`src/rtl/spi_ram_pkg.sv`:
```
// Shared definitions for the SPI-to-RAM bridge: opcodes, frame field widths
// and the controller state encoding.
package spi_ram_pkg;

  localparam logic [7:0] OP_WRITE = 8'h02;
  localparam logic [7:0] OP_READ  = 8'h03;

  localparam int OP_BITS   = 8;
  localparam int ADDR_BITS = 16;
  localparam int DATA_BITS = 16;

  typedef enum logic [3:0] {
    ST_IDLE,
    ST_OPCODE,
    ST_ADDR,
    ST_WDATA,
    ST_WR_ISSUE,
    ST_RD_ISSUE,
    ST_RD_WAIT,
    ST_RD_SHIFT,
    ST_DONE,
    ST_IGNORE
  } state_t;

  function automatic logic op_valid(input logic [7:0] op);
    return (op == OP_WRITE) || (op == OP_READ);
  endfunction

endpackage

```
`src/rtl/spi_sync_edge.sv`:
```
// Two-flop synchronisers for the SPI pins plus edge strobes derived from the
// synchronised copies; strobes are valid for one clk.
module spi_sync_edge (
  input  logic clk,
  input  logic rst,
  input  logic sclk,
  input  logic ss_n,
  input  logic mosi,
  output logic sclk_rise,
  output logic sclk_fall,
  output logic ss_fall,
  output logic ss_sync,
  output logic mosi_sync
);

  // Bit order {mosi, ss_n, sclk}; ss_n idles high so reset it high to avoid a false select.
  localparam logic [2:0] IDLE_VAL = 3'b010;

  logic [2:0] pins;
  logic [2:0] sync_vec;
  logic [2:0] last_vec;

  assign pins = {mosi, ss_n, sclk};

  generate
    for (genvar gi = 0; gi < 3; gi++) begin : g_sync
      logic meta_reg;
      logic sync_reg;
      logic last_reg;

      always_ff @(posedge clk or negedge rst) begin
        if (!rst) begin
          meta_reg <= IDLE_VAL[gi];
          sync_reg <= IDLE_VAL[gi];
          last_reg <= IDLE_VAL[gi];
        end else begin
          meta_reg <= pins[gi];
          sync_reg <= meta_reg;
          last_reg <= sync_reg;
        end
      end

      assign sync_vec[gi] = sync_reg;
      assign last_vec[gi] = last_reg;
    end
  endgenerate

  assign sclk_rise = sync_vec[0] & ~last_vec[0];
  assign sclk_fall = ~sync_vec[0] & last_vec[0];
  assign ss_fall   = ~sync_vec[1] & last_vec[1];
  assign ss_sync   = sync_vec[1];
  assign mosi_sync = sync_vec[2];

endmodule

```
`src/rtl/spi_ram_ctrl.sv`:
```
// SPI mode-0 slave that turns opcode/address/data frames into single-cycle
// accesses on a single-port RAM and returns read data on miso.
module spi_ram_ctrl
  import spi_ram_pkg::*;
#(
  parameter int MEM_WIDTH    = 16,
  parameter int ADDR_SIZE    = 10,
  parameter int RD_LATENCY   = 2,
  parameter int PARITY_CHECK = 1
) (
  input  logic                 clk,
  input  logic                 rst,
  input  logic                 sclk,
  input  logic                 ss_n,
  input  logic                 mosi,
  output logic                 miso,
  output logic [MEM_WIDTH-1:0] ram_din,
  output logic [ADDR_SIZE-1:0] ram_addr,
  output logic                 ram_wr_en,
  output logic                 ram_rd_en,
  output logic                 ram_blk_select,
  output logic                 ram_addr_en,
  output logic                 ram_dout_en,
  input  logic [MEM_WIDTH-1:0] ram_dout,
  input  logic                 ram_parity,
  output logic                 busy,
  output logic                 err
);

  localparam int SHW = (MEM_WIDTH > ADDR_BITS) ? MEM_WIDTH : ADDR_BITS;
  localparam logic [4:0] OP_LAST   = 5'(OP_BITS - 1);
  localparam logic [4:0] ADDR_LAST = 5'(ADDR_BITS - 1);
  localparam logic [4:0] DATA_LAST = 5'(MEM_WIDTH - 1);
  localparam logic [3:0] WAIT_LAST = 4'(RD_LATENCY - 1);

  logic sclk_rise, sclk_fall, ss_fall, ss_sync, mosi_sync;

  spi_sync_edge u_sync (
    .clk       (clk),
    .rst       (rst),
    .sclk      (sclk),
    .ss_n      (ss_n),
    .mosi      (mosi),
    .sclk_rise (sclk_rise),
    .sclk_fall (sclk_fall),
    .ss_fall   (ss_fall),
    .ss_sync   (ss_sync),
    .mosi_sync (mosi_sync)
  );

  state_t               state_reg, state_next;
  logic [4:0]           cnt_reg, cnt_next;
  logic [SHW-1:0]       shift_reg, shift_next;
  logic [MEM_WIDTH-1:0] tx_reg, tx_next;
  logic [MEM_WIDTH-1:0] din_reg, din_next;
  logic [ADDR_SIZE-1:0] addr_reg, addr_next;
  logic [3:0]           wait_reg, wait_next;
  logic                 is_read_reg, is_read_next;
  logic                 miso_reg, miso_next;
  logic                 err_reg, err_next;
  logic                 wr_en_reg, rd_en_reg, blk_reg, addr_en_reg, dout_en_reg, busy_reg;

  logic [SHW-1:0] shifted;
  logic           parity_bad;

  assign shifted    = {shift_reg[SHW-2:0], mosi_sync};
  assign parity_bad = (PARITY_CHECK != 0) && (ram_parity != (^ram_dout));

  always_comb begin
    state_next   = state_reg;
    cnt_next     = cnt_reg;
    shift_next   = shift_reg;
    tx_next      = tx_reg;
    din_next     = din_reg;
    addr_next    = addr_reg;
    wait_next    = wait_reg;
    is_read_next = is_read_reg;
    miso_next    = miso_reg;
    err_next     = err_reg;

    case (state_reg)
      ST_IDLE: begin
        miso_next = 1'b0;
        if (ss_fall) begin
          state_next = ST_OPCODE;
          err_next   = 1'b0;
          cnt_next   = '0;
          shift_next = '0;
        end
      end
      ST_OPCODE: begin
        if (ss_sync) begin
          state_next = ST_IDLE;
          err_next   = 1'b1;
        end else if (sclk_rise) begin
          shift_next = shifted;
          cnt_next   = cnt_reg + 5'd1;
          if (cnt_reg == OP_LAST) begin
            cnt_next = '0;
            if (op_valid(shifted[OP_BITS-1:0])) begin
              state_next   = ST_ADDR;
              is_read_next = (shifted[OP_BITS-1:0] == OP_READ);
            end else begin
              state_next = ST_IGNORE;
              err_next   = 1'b1;
            end
          end
        end
      end
      ST_ADDR: begin
        if (ss_sync) begin
          state_next = ST_IDLE;
          err_next   = 1'b1;
        end else if (sclk_rise) begin
          shift_next = shifted;
          cnt_next   = cnt_reg + 5'd1;
          if (cnt_reg == ADDR_LAST) begin
            cnt_next   = '0;
            addr_next  = shifted[ADDR_SIZE-1:0];
            state_next = is_read_reg ? ST_RD_ISSUE : ST_WDATA;
          end
        end
      end
      ST_WDATA: begin
        if (ss_sync) begin
          state_next = ST_IDLE;
          err_next   = 1'b1;
        end else if (sclk_rise) begin
          shift_next = shifted;
          cnt_next   = cnt_reg + 5'd1;
          if (cnt_reg == DATA_LAST) begin
            cnt_next   = '0;
            din_next   = shifted[MEM_WIDTH-1:0];
            state_next = ST_WR_ISSUE;
          end
        end
      end
      ST_WR_ISSUE: state_next = ST_DONE;
      ST_RD_ISSUE: begin
        wait_next  = '0;
        state_next = ST_RD_WAIT;
      end
      ST_RD_WAIT: begin
        wait_next = wait_reg + 4'd1;
        if (wait_reg == WAIT_LAST) begin
          tx_next  = ram_dout;
          cnt_next = '0;
          // A deselect during the wait lets the RAM cycle finish but drops the result.
          if (ss_sync) begin
            state_next = ST_IDLE;
          end else begin
            state_next = ST_RD_SHIFT;
            if (parity_bad) err_next = 1'b1;
          end
        end
      end
      ST_RD_SHIFT: begin
        if (ss_sync) begin
          state_next = ST_IDLE;
          miso_next  = 1'b0;
        end else begin
          if (sclk_fall) begin
            miso_next = tx_reg[MEM_WIDTH-1];
            tx_next   = {tx_reg[MEM_WIDTH-2:0], 1'b0};
          end
          // Leave on the rise where the master samples the last bit.
          if (sclk_rise) begin
            cnt_next = cnt_reg + 5'd1;
            if (cnt_reg == DATA_LAST) begin
              state_next = ST_DONE;
              miso_next  = 1'b0;
            end
          end
        end
      end
      ST_DONE, ST_IGNORE: begin
        miso_next = 1'b0;
        if (ss_sync) state_next = ST_IDLE;
      end
      default: state_next = ST_IDLE;
    endcase
  end

  always_ff @(posedge clk or negedge rst) begin
    if (!rst) begin
      state_reg   <= ST_IDLE;
      cnt_reg     <= '0;
      shift_reg   <= '0;
      tx_reg      <= '0;
      din_reg     <= '0;
      addr_reg    <= '0;
      wait_reg    <= '0;
      is_read_reg <= 1'b0;
      miso_reg    <= 1'b0;
      err_reg     <= 1'b0;
      wr_en_reg   <= 1'b0;
      rd_en_reg   <= 1'b0;
      blk_reg     <= 1'b0;
      addr_en_reg <= 1'b0;
      dout_en_reg <= 1'b0;
      busy_reg    <= 1'b0;
    end else begin
      state_reg   <= state_next;
      cnt_reg     <= cnt_next;
      shift_reg   <= shift_next;
      tx_reg      <= tx_next;
      din_reg     <= din_next;
      addr_reg    <= addr_next;
      wait_reg    <= wait_next;
      is_read_reg <= is_read_next;
      miso_reg    <= miso_next;
      err_reg     <= err_next;
      // Strobes are registered from the next state so they never glitch.
      wr_en_reg   <= (state_next == ST_WR_ISSUE);
      rd_en_reg   <= (state_next == ST_RD_ISSUE);
      blk_reg     <= (state_next == ST_WR_ISSUE) || (state_next == ST_RD_ISSUE);
      addr_en_reg <= (state_next == ST_WR_ISSUE);
      dout_en_reg <= (state_next == ST_RD_WAIT);
      busy_reg    <= (state_next != ST_IDLE);
    end
  end

  assign miso           = miso_reg;
  assign ram_din        = din_reg;
  assign ram_addr       = addr_reg;
  assign ram_wr_en      = wr_en_reg;
  assign ram_rd_en      = rd_en_reg;
  assign ram_blk_select = blk_reg;
  assign ram_addr_en    = addr_en_reg;
  assign ram_dout_en    = dout_en_reg;
  assign busy           = busy_reg;
  assign err            = err_reg;

endmodule

```
`config.mk`:
```
export PLATFORM = sky130hd
export DESIGN_NAME = spi_ram_ctrl
export DESIGN_NICKNAME = d
export VERILOG_FILES = /design/src/rtl/spi_ram_pkg.sv /design/src/rtl/spi_sync_edge.sv /design/src/rtl/spi_ram_ctrl.sv
export SDC_FILE = /design/constraint.sdc
export NUM_CORES = 1
export LEC_CHECK = 0
export CAP_MARGIN = 20
export CORE_MARGIN = 3
export CORE_UTILIZATION = 52
export CTS_BUF_LIST = sky130_fd_sc_hd__clkbuf_4
export DETAILED_ROUTE_END_ITERATION = 12
export PLACE_DENSITY = 0.79
export SLEW_MARGIN = 25
export SYNTH_ARGS = -nofsm -noshare
export SYNTH_HDL_FRONTEND = slang
export SYNTH_HIERARCHICAL = 1
export SYNTH_SLANG_ARGS = --single-unit
```
`constraint.sdc`:
```
create_clock -name clk -period 4.54 [get_ports clk]
set_clock_uncertainty 0.15 [all_clocks]
set_input_delay 0.908 -clock clk [delete_from_list [all_inputs] [get_ports clk]]
set_output_delay 0.908 -clock clk [all_outputs]
set_load 0.005 [all_outputs]
```
=== Word-level counts from Yosys, hierarchy flattened ===
Cells that the tools add are included.

* Flip-flop bits (word level): 86
* Input port bits: 22
* Output and inout port bits: 34
* Logic and storage cells: 142

* Add/sub/neg operators: 2
* Equality and inequality tests: 35
* Multiplexer cells: 54
* Bitwise operators: 6
* Reduce and logical (&&, ||, !) cells: 22

{| class="wikitable"
|+ Operator list
! operator !! count
|-
| $mux W4 || 16
|-
| $mux W5 || 10
|-
| $mux W16 || 3
|-
| $mux W15 || 3
|-
| $pmux W4 S9 || 1
|-
| $pmux W16 S2 || 1
|-
| $pmux W15 S2 || 1
|-
| $eq A4 B3 Y1 const B || 7
|-
| $pmux W5 S5 || 1
|-
| $ne A2 B2 Y1 const B || 11
|-
| $reduce_and A9 Y1 || 2
|-
| $eq A8 B2 Y1 const B || 2
|-
| $reduce_and A4 Y1 || 4
|-
| $reduce_xor A16 Y1 || 1
|-
| $mux W1 || 13
|-
| $ne A3 B2 Y1 const B || 3
|-
| $eq A4 B1 Y1 const B || 2
|-
| $eq A4 B2 Y1 const B || 2
|-
| $eq A4 B4 Y1 const B || 2
|-
| $pmux W4 S2 || 1
|-
| $reduce_bool A2 Y1 || 4
|-
| $reduce_bool A4 Y1 || 2
|-
| $mux W3 || 2
|-
| $ne A2 B1 Y1 const B || 3
|-
| other kinds (15) || 22
|}

=== Depth between registers and ports, before layout ===
* Word-level depth: 9
* Gate-level depth with buffers: 9
* Depth with buffers taken out: 9

=== By module ===
Netlist, hierarchy kept.

{| class="wikitable"
|+ Modules (own cells, without submodules)
! module !! instances !! cells an instance !! area an instance (µm²) !! seq. area each (µm²)
|-
| spi_ram_ctrl || 1 || 391 || 3838.7 || 1951.9
|-
| spi_sync_edge || 1 || 11 || 225.2 || 203.9
|}

=== Worst setup path before layout ===
No wires, ideal clock.

* Path type: register to register
* Start: reg cnt_reg[0]
* End: reg dout_en_reg (netlist: ram_dout_en)
* Library setup time: 0.086 ns
* Arrival time: 2.175 ns
* Data required time: 4.304 ns
* Setup slack: 2.128 ns
* Stages on the path, launching flop included: 10
* Buffers on the path: 0
* Clock period less this slack: 2.412 ns
* Cell sequence: dfrtp_1 > ha_1 > and3_1 > ha_1 > a21oi_1 > nor3b_1 > or4_1 > nor3_1 > inv_1 > nor3_1

* Word-level cells in the longest chain between the ends: 6
* Elaborated cells on any way between the ends: 16
* Those cells by class: eq/ne (3); mux (13)

{| class="wikitable"
|+ Ends and longest elaborated chain
! item !! RTL line !! RTL
|-
| start: declaration || spi_ram_ctrl.sv:52 || <nowiki>logic [4:0] cnt_reg, cnt_next;</nowiki>
|-
| start signal: assignment || spi_ram_ctrl.sv:204 || <nowiki>cnt_reg <= cnt_next;</nowiki>
|-
| $eq A5 B4 Y1 / $eq A5 B3 Y1 (equally long branches) || n/a ||
|-
| $mux W4, on equally long branches (3 in a row) || n/a ||
|-
| $pmux W4 S9 (*) || spi_ram_ctrl.sv:81 || <nowiki>case (state_reg)</nowiki>
|-
| net state_next[0] || spi_ram_ctrl.sv:51 || <nowiki>state_t state_reg, state_next;</nowiki>
|-
| $eq A4 B3 Y1 (*) || spi_ram_ctrl.sv:218 || <nowiki>dout_en_reg <= (state_next == ST_RD_WAIT);</nowiki>
|-
| end signal: assignment || spi_ram_ctrl.sv:218 ||
|-
| end: declaration || spi_ram_ctrl.sv:61 || <nowiki>logic wr_en_reg, rd_en_reg, blk_reg, addr_en_reg, dout_en_reg, busy_reg;</nowiki>
|}

The timed path passes the listed nets; every way through them passes the cells marked *.
A chain may end at the register's enable or synchronous reset.

=== Worst setup path after layout ===
* Start: reg cnt_reg[1]
* End: reg dout_en_reg (netlist: ram_dout_en)

The elaborated chain is that of the path after synthesis.

==> reports/summary.txt <==
RSZ-0062 raised after global routing - false
Final setup viols - 0
Reg2Reg Setup Slack - 1.78 ns
synthesized area per cell - 10.1 sq um
drt initial violations - 300
Die W - 94.4 microns
Final Hold Violating Endpoints - 0
CP Launch Type - flip-flop
leading area contributor after synthesis - dfrtp_1
PwrDens - 278 nW/um^2
status - finished clean
slew margin rel. - 48.0%
Nets - 480
Yosys reg bits - 86
CP Launch Point - cnt_reg[1]
share of the synthesized area in the top cell type - 51.1%
Post-synth top flop - dfrtp_1
non-filler cells, final - 556
critical path capture point - ram_dout_en
Cells after Synth - 402
detailed placement HPWL - 5.77 mm
global-route wire length before repair - 14.6 mm
crit path time final - 2.76 ns
largest net degree at the start of global routing - 87
vias in the first global route - 3056
Peak VDD IR - 182 uV
CTS clock-pin slew for the worst setup and hold paths - 0.14 ns
Core ar. - 7410 sq um
# Max-Cap Violations - 0
most common cell after layout, fill and taps aside - dfrtp_1
gpl congestion - 0.871
# diodes - 0
Longest Clk Path Bufs - 2
CTS tree - yes
register area share after synthesis - 53.0%
initial core utilization - 54.9%
CP Class - flip-flop to flip-flop
antenna violations before repair - 0
r2r startpoint - cnt_reg[1]
DP Cell Count - 540
main area contributors after synthesis - dfrtp_1, mux2_2, nand2_1
postcts setup bufs - 0
via total after detailed routing - 3152
WP data required - 4.73 ns
share of cells above drive strength 1 - 14.0%
grt ovf - 0
FP Rows - 31
CTS Buf Count - 9
reg2reg end - ram_dout_en
WP data arrival - 2.95 ns
met2 global-route usage - 32.4%
Final TNS setup - 0 ns
Ports - 56
Die ar. - 8910 sq um
Die Ht - 94.4 microns
leakage power - 2.06 nW
Final Max Tran Viols - 0
worst hold-check path type - flip-flop to flip-flop
CTS Sinks - 86
cts hold-fix bufs - 0
Async S/R FF share, synth - 100%
period utilization - 60.8%
Worst-Margin Slew - 0.777 ns
Worst R2R Path Depth - 9
DR WL/cell - 15.3 microns
FILL cells - 604
crit end category - flip-flop
synthesis-to-layout area growth - 18.5%
Clk Tree Root Cell - clkbuf_4
port bufs - 55
Post-DRT Antenna Nets - 0
# H-tree levels - 3
total length of routed wires - 8.49 mm
busiest layer in global routing - met2
YS warnings - 6
post-synth design cell area - 4060 sq um
CP max FO - 5
GRT Total Usage - 20.9%
worst skew pair latency - 0.44 ns
Post-synth EDFFs - 0
GR Util met1 - 29.3%
Netlist cell types - 53
drt pass-1 iters - 5
fmax - 362 MHz
# resized after CTS - 0
GR met3 Demand/Resource - 4.06%
DR vias/cell - 5.67
most frequent cells in the layout - dfrtp_1, clkdlybuf4s50_1, nand2_1
Residual DRC - 0
Syn Nets - 430
[worst min path at each step]
stage | startpoint | end | slack [ns] | depth (start not counted)
after global routing | u_sync/g_sync[1].meta_reg | u_sync/ss_sync | 0.22 | 0
after global placement | u_sync/g_sync[2].meta_reg | u_sync/mosi_sync | 0.18 | 0
final | u_sync/g_sync[0].meta_reg | u_sync/g_sync[0].sync_reg | 0.22 | 0
after CTS | u_sync/g_sync[1].meta_reg | u_sync/ss_sync | 0.22 | 0
after detailed placement | u_sync/g_sync[0].meta_reg | u_sync/g_sync[0].sync_reg | 0.19 | 0
after floorplan | u_sync/g_sync[0].meta_reg | u_sync/g_sync[0].sync_reg | 0.18 | 0
[routing by layer]
metal	up-vias	wire length, microns
met2	105	4030
met4	0	143
li1	1505	-
met1	1531	3790
met3	11	528
met5	-	0
[cell families (layout without fill, tap and decap cells)]
| family | count (synthesis) | count (layout) | share of synthesized area [%] |
|---|---|---|---|
| muxes | 29 | 29 | 8.00 |
| DFF | 86 | 86 | 53.0 |
| AOI/OAI and AO/OA | 76 | 76 | 11.3 |
| buffers and inverters | 48 | 103 | 4.77 |
| and+or+nand+nor | 142 | 142 | 17.5 |
| adders and majority gates | 6 | 6 | 1.85 |
| xor gates and xnor gates | 15 | 15 | 3.57 |
[stage by stage]
step | utilization [%] | hold WS (ns) | setup WS (ns) | power, W | area [sq um]
2_1_floorplan | - | 0.181 | 2.13 | 0.000893 | 4060
3_3_place_gp | 63.3 | 0.184 | 1.69 | 0.000953 | 4690
3_5_place_dp | 63.3 | 0.186 | 1.64 | 0.000960 | 4690
4_1_cts | 64.9 | 0.216 | 1.80 | 0.00135 | 4810
5_1_grt | 65.0 | 0.218 | 1.50 | 0.00140 | 4820
6_report | 65.0 | 0.216 | 1.78 | 0.00134 | 4820
[cell type report]
cell class,count,area [sq um],share of cell area [%]
flip-flops and latches,86,2160,44.8
multi-input cells,268,1730,35.8
repair buffers,60,589,12.2
well taps,99,124,2.57
inverters,27,101,2.10
clock buffers,10,75.1,1.56
clock inverters,6,45.0,0.935
[synthesized netlist by cell type, types with 2 or more instances]
cell type / number
a211oi_1: 3
a21oi_1: 14
a31oi_1: 15
and3_1: 2
and4_1: 2
buf_2: 8
clkbuf_1: 12
dfrtp_1: 83
dfstp_2: 3
ha_1: 6
inv_1: 26
mux2_2: 28
nand2_1: 43
nand2b_1: 4
nand3_1: 18
nand4_1: 2
nor2_1: 31
nor2b_1: 6
nor3_1: 10
nor3b_1: 2
nor4_1: 4
o21ai_0: 31
o221ai_1: 2
or2_2: 3
or3_1: 2
or4_1: 3
xnor2_1: 13
[worst max-delay path: stages (launching register included)]
cell     delay [ns]
dfrtp_1        0.40
ha_1           0.21
and3_1         0.22
ha_1           0.26
a21oi_1        0.11
nor3b_1        0.18
or4_1          0.54
nor3_1         0.29
inv_1          0.13
nor3_1         0.19
[power by group]
part	total, W	internal, W	switching [W]	leakage [nW]
Combinational	0.000141	0.0000697	0.0000715	0.911
Sequential	0.000804	0.000783	0.0000204	1.09
Clock	0.000392	0.000122	0.000270	0.0610
Total	0.00134	0.000975	0.000362	2.06
No activity file was read; power rests on OpenSTA's default activity.
